==> config.mk <==
export PLATFORM = sky130hd
export DESIGN_NAME = mem_port_arbiter
export DESIGN_NICKNAME = d
export VERILOG_FILES = /design/src/rtl/mem_arb_pkg.sv /design/src/rtl/rd_tag_pipe.sv /design/src/rtl/mem_port_arbiter.sv
export SDC_FILE = /design/constraint.sdc
export NUM_CORES = 1
export LEC_CHECK = 0
export CAP_MARGIN = 30
export CORE_AREA = 8 8 101 103
export DETAILED_ROUTE_END_ITERATION = 8
export DIE_AREA = 0 0 109 111
export PLACE_DENSITY = 0.81
export SETUP_SLACK_MARGIN = 0.1
export SLEW_MARGIN = 40
export SYNTH_ARGS = -nofsm -noshare
export SYNTH_HDL_FRONTEND = slang
export SYNTH_SLANG_ARGS = --single-unit
==> constraint.sdc <==
create_clock -name clk -period 3.5 [get_ports clk]
set_input_delay 0.525 -clock clk [delete_from_list [all_inputs] [get_ports clk]]
set_output_delay 0.525 -clock clk [all_outputs]
set_load 0.03 [all_outputs]
==> src/rtl/mem_arb_pkg.sv <==
// Shared types and constants for the unified-memory port arbiter.
package mem_arb_pkg;

  typedef enum logic [1:0] {
    OWN_NONE = 2'd0,
    OWN_PC   = 2'd1,
    OWN_LDST = 2'd2
  } owner_t;

  localparam int RD_LAT_MAX     = 4;
  localparam int STARVE_MAX_DEF = 4;

  // Owner tag pushed into the response pipeline for this cycle's command.
  function automatic owner_t read_owner(input logic rd_gnt, input logic is_ldst);
    owner_t own;
    if (!rd_gnt) begin
      own = OWN_NONE;
    end else if (is_ldst) begin
      own = OWN_LDST;
    end else begin
      own = OWN_PC;
    end
    return own;
  endfunction

endpackage

==> src/rtl/rd_tag_pipe.sv <==
// RD_LAT-deep owner-tag shift register; the tag leaving it marks which
// requester owns the read data arriving from memory this cycle.
module rd_tag_pipe
  import mem_arb_pkg::*;
#(
  parameter int RD_LAT = 1
) (
  input  logic       clk,
  input  logic       clr_n,
  input  logic [1:0] tag_i,
  output logic [1:0] tag_o
);

  // Out-of-range latencies are clamped so the array is never empty.
  localparam int DEPTH = (RD_LAT < 1) ? 1 : ((RD_LAT > RD_LAT_MAX) ? RD_LAT_MAX : RD_LAT);

  owner_t pipe_q [DEPTH];
  owner_t pipe_d [DEPTH];

  // Next-state: shift one stage per cycle, new tag enters at stage 0.
  always_comb begin
    pipe_d[0] = owner_t'(tag_i);
    for (int i = 1; i < DEPTH; i++) begin
      pipe_d[i] = pipe_q[i-1];
    end
  end

  // Stage registers; clearing drops every in-flight read.
  always_ff @(posedge clk or negedge clr_n) begin
    if (!clr_n) begin
      for (int i = 0; i < DEPTH; i++) begin
        pipe_q[i] <= OWN_NONE;
      end
    end else begin
      pipe_q <= pipe_d;
    end
  end

  assign tag_o = pipe_q[DEPTH-1];

endmodule

==> src/rtl/mem_port_arbiter.sv <==
// Arbitrates a single-port fixed-latency RAM between CPU fetch and load/store.
// Optional starvation guard: define MEM_ARB_STARVE_GUARD_EN.
module mem_port_arbiter
  import mem_arb_pkg::*;
#(
  parameter int IW         = 32,
  parameter int RD_LAT     = 1,
  parameter int STARVE_MAX = STARVE_MAX_DEF
) (
  input  logic          clk,
  input  logic          reset,
  input  logic [IW-1:0] i_pc_addr,
  input  logic          i_pc_rd,
  input  logic [3:0]    i_pc_byte_en,
  output logic          o_pc_waitrequest,
  output logic [IW-1:0] o_pc_rddata,
  output logic          o_pc_rddatavalid,
  input  logic [IW-1:0] i_ldst_addr,
  input  logic          i_ldst_rd,
  input  logic          i_ldst_wr,
  input  logic [IW-1:0] i_ldst_wrdata,
  input  logic [3:0]    i_ldst_byte_en,
  output logic          o_ldst_waitrequest,
  output logic [IW-1:0] o_ldst_rddata,
  output logic          o_ldst_rddatavalid,
  output logic [IW-1:0] o_mem_addr,
  output logic          o_mem_rd,
  output logic          o_mem_wr,
  output logic [IW-1:0] o_mem_wrdata,
  output logic [3:0]    o_mem_byte_en,
  input  logic [IW-1:0] i_mem_rddata
);

  logic   pc_req_s;
  logic   ls_req_s;
  logic   force_pc_s;
  logic   gnt_pc_s;
  logic   gnt_ls_s;
  owner_t tag_in_s;
  logic [1:0] tag_out_s;

  assign pc_req_s = i_pc_rd;
  assign ls_req_s = i_ldst_rd | i_ldst_wr;

`ifdef MEM_ARB_STARVE_GUARD_EN
  localparam int CW = $clog2(STARVE_MAX + 2);
  localparam logic [CW-1:0] STARVE_LIM = CW'(STARVE_MAX);

  logic [CW-1:0] starve_q;
  logic [CW-1:0] starve_d;

  assign force_pc_s = (starve_q == STARVE_LIM);

  // Count consecutive load/store wins over a pending fetch, saturating.
  always_comb begin
    starve_d = starve_q;
    if (!i_pc_rd || gnt_pc_s) begin
      starve_d = {CW{1'b0}};
    end else if (gnt_ls_s && (starve_q != STARVE_LIM)) begin
      starve_d = starve_q + {{(CW-1){1'b0}}, 1'b1};
    end else begin
      starve_d = starve_q;
    end
  end

  // Starvation counter register.
  always_ff @(posedge clk or negedge reset) begin
    if (!reset) begin
      starve_q <= {CW{1'b0}};
    end else begin
      starve_q <= starve_d;
    end
  end
`else
  localparam int STARVE_MAX_UNUSED = STARVE_MAX;
  assign force_pc_s = 1'b0;
`endif

  // Grant: load/store wins conflicts unless the fetch is being forced through.
  always_comb begin
    gnt_pc_s = 1'b0;
    gnt_ls_s = 1'b0;
    if (!reset) begin
      gnt_pc_s = 1'b0;
      gnt_ls_s = 1'b0;
    end else if (ls_req_s && !(pc_req_s && force_pc_s)) begin
      gnt_ls_s = 1'b1;
    end else if (pc_req_s) begin
      gnt_pc_s = 1'b1;
    end else begin
      gnt_pc_s = 1'b0;
      gnt_ls_s = 1'b0;
    end
  end

  // Memory command mux; idle cycles present the fetch fields.
  always_comb begin
    o_mem_addr    = i_pc_addr;
    o_mem_rd      = 1'b0;
    o_mem_wr      = 1'b0;
    o_mem_wrdata  = {IW{1'b0}};
    o_mem_byte_en = i_pc_byte_en;
    if (gnt_ls_s) begin
      o_mem_addr    = i_ldst_addr;
      o_mem_rd      = i_ldst_rd & ~i_ldst_wr;
      o_mem_wr      = i_ldst_wr;
      o_mem_wrdata  = i_ldst_wrdata;
      o_mem_byte_en = i_ldst_byte_en;
    end else if (gnt_pc_s) begin
      o_mem_rd      = 1'b1;
    end else begin
      o_mem_rd      = 1'b0;
    end
  end

  assign o_pc_waitrequest   = ~reset | (pc_req_s & ~gnt_pc_s);
  assign o_ldst_waitrequest = ~reset | (ls_req_s & ~gnt_ls_s);

  assign tag_in_s = read_owner(o_mem_rd, gnt_ls_s);

  rd_tag_pipe #(
    .RD_LAT (RD_LAT)
  ) u_tag_pipe (
    .clk   (clk),
    .clr_n (reset),
    .tag_i (tag_in_s),
    .tag_o (tag_out_s)
  );

  // Response steering from the tag leaving the pipeline.
  always_comb begin
    o_pc_rddatavalid   = 1'b0;
    o_ldst_rddatavalid = 1'b0;
    case (owner_t'(tag_out_s))
      OWN_PC:   o_pc_rddatavalid   = 1'b1;
      OWN_LDST: o_ldst_rddatavalid = 1'b1;
      OWN_NONE: o_pc_rddatavalid   = 1'b0;
      default:  o_pc_rddatavalid   = 1'b0;
    endcase
  end

  assign o_pc_rddata   = i_mem_rddata;
  assign o_ldst_rddata = i_mem_rddata;

endmodule

==> flow_summary.yaml <==
yosys:
  ys.flop_type: "dfrtp_1"
  ys_seq_area_share_pct: 3.613
  yosys.area_share.adder_pct: 0
  syn_inst: 153
  synth_top_family_by_area: "buffers and inverters"
  yosys_warnings: 0
  synth_simple_gate_area_share_pct: 17.89
  synth.cell_area_mm2: 0.001385
  synth.distinct_cells: 16
  synth_top_area_share_pct: 34.69
  synth_mux_area_share_pct: 37.40
  yosys_register_bits: 2
  synth_top_cells_by_area: "buf_4 (35%), mux2_4 (33%), and2_1 (15%), mux2_2 (4.9%), dfrtp_1 (3.6%)"
  syn_nets: 294
  synth_xor_area_share_pct: 0
  avgSynthCellArea_um2: 9.053
  synth-edff-count: 0
  synthArstFlopShare_pct: 100.0
  synth_compound_area_share_pct: 2.078
  synth_top_area_cell: "buf_4"
placement:
  port_buffers: 182
  gp_congestion: 0.7710
  post-dp-hpwl_mm: 5.651
  place_ws_ns: 0.4958
final_layout:
  layout_common_cells: "clkdlybuf4s50_1 (152), and2_1 (33), buf_4 (32), mux2_4 (30), mux2_2 (6)"
  drive_gt1_share_pct: 26.94
  area_growth_pct: 102.6
  layout_commonest_cell: "clkdlybuf4s50_1"
  antenna_cells: 0
  largest_reg_flops: 2
  nNetsFinal: 414
floorplan:
  initial_utilization_pct: 16.20
  die_y_um: 111
  die-area_mm2: 0.01210
  io_pins: 279
  die_x_um: 109
  rows: 34
  coreArea_mm2: 0.008551
timing:
  max_freq_ghz: 0.3356
  tightest_slew_ns: 0.3573
  period_share_pct: 85.14
  fin_tns_setup_ns: 0
  hold_violations: 0
  slew_violations: 0
  setup_slack_ns: 0.5202
  min_period_ns: 2.980
  slew-limit-headroom_pct: 76.18
  setup-violations-final: 0
  grt_setup_unrepaired: "false"
  hold-worst-slack_ns: 0.5849
setup_path:
  cp_slowest_stage_delay_ns: 0.68
  cp.arrival_ns: 2.45
  criticalPathCategory: "primary input to output pin"
  crit_buf_inv: 3
  cp.depth: 5
  cp_slowest_cell: "clkdlybuf4s50_1"
  cp-end-kind: "output pin"
  worstPathCellList: "clkdlybuf4s50_1 -> o21a_1 -> buf_4 -> and2_1 -> clkdlybuf4s50_1"
  cp_max_fo: 32
  cp-start-kind: "primary input"
  critical_path.most_common_cell: "clkdlybuf4s50_1"
  required_ns: 2.97
  cp_top_family: "buffers and inverters"
pwr:
  powerDensity_mw_per_mm2: 202.8
  ir_worst_vdd_mv: 0.06079
  p_total_mw: 0.5692
  power_leakage_nw: 1.195
clock_tree:
  clockBufferDepth: 2
  post_cts_buffers: 0
  h-tree-depth: 1
  cts-root-buf: "clkbuf_8"
  cts_buffers: 3
  cts_tree: "yes"
  cts.sinks: 2
  clk_pin_slew_ns: 0.03
  cts_resized: 0
  ctsHoldBuffers: 0
global_route:
  gr-total-overflow: 0
  grt_max_degree: 33
  grt.total_usage_pct: 9.166
  grt_pass1_wl_mm: 8.942
  antenna_found_initial: 0
  first_global_vias: 1637
routing:
  vias: 1437
  drc_errors: 0
  via_per_inst: 3.792
  wl_mm: 6.332
  drt_pass1_iterations: 4
  drtAntennaViolNets: 0
  drt-initial-drc-count: 36
  post_drt_wl_per_cell_um: 16.71
job:
  maxCapViolations: 0
worst_hold_path:
  holdCritPathClass: "primary input to asynchronous set/reset pin"
status:
  outcome: "complete, no violations"
-- how the worst max path moves through the flow --
stage / from / end / slack, ns
2_1_floorplan: reset / o_mem_rd / 1.57
3_3_place_gp: i_ldst_rd / o_mem_addr[30] / 0.56
3_5_place_dp: reset / o_mem_wrdata[3] / 0.50
4_1_cts: reset / o_mem_wrdata[3] / 0.50
5_1_grt: reset / o_mem_wrdata[29] / 0.40
6_report: reset / o_mem_wrdata[3] / 0.52
-- metrics by stage --
stage	util (%)	instance area (um2)	cells
after CTS	32.82	2806	379
final	32.82	2806	379
after global routing	32.82	2806	379
after detailed placement	32.34	2765	376
after global placement	32.34	2765	376
after floorplan	-	1385	153
-- layer usage --
| layer | vias up | global-route usage, % | part of all wire (%) |
|---|---|---|---|
| met5 | - | 0 | 0 |
| met4 | 0 | 1.644 | 0.69 |
| met3 | 7 | 6.337 | 19 |
| met2 | 157 | 15.78 | 46 |
| met1 | 607 | 8.762 | 34 |
| li1 | 666 | - | - |
-- cells in the mapped netlist, types with 2 or more instances --
master	instances
nor3_1	2
nand2_1	2
buf_8	3
dfrtp_1	2
clkbuf_1	3
and2_1	33
mux2_2	6
nor2b_1	2
buf_4	64
mux2_4	30
-- kinds of logic (layout without fill, tap and decap cells) --
kind of cell | after synthesis | count (layout)
buffers and inverters | 71 | 189
and+or+nand+nor | 41 | 41
muxes | 36 | 36
DFF | 2 | 2
AOI/OAI and AO/OA | 3 | 3
-- where the power goes --
group,internal [mW],total [mW],switching (mW)
combinational,0.254,0.455,0.201
clock,0.0727,0.0900,0.0173
sequential,0.0240,0.0243,0.000284
-- area by class of cell --
type	instances	area, um2
well taps	108	135.1
repair buffers	185	1782
fillers	846	5744
clock buffers	3	41.29
inverters	1	3.754
flip-flops and latches	2	50.05
multi-input cells	80	794.5
(Power assumes the default switching activity.)
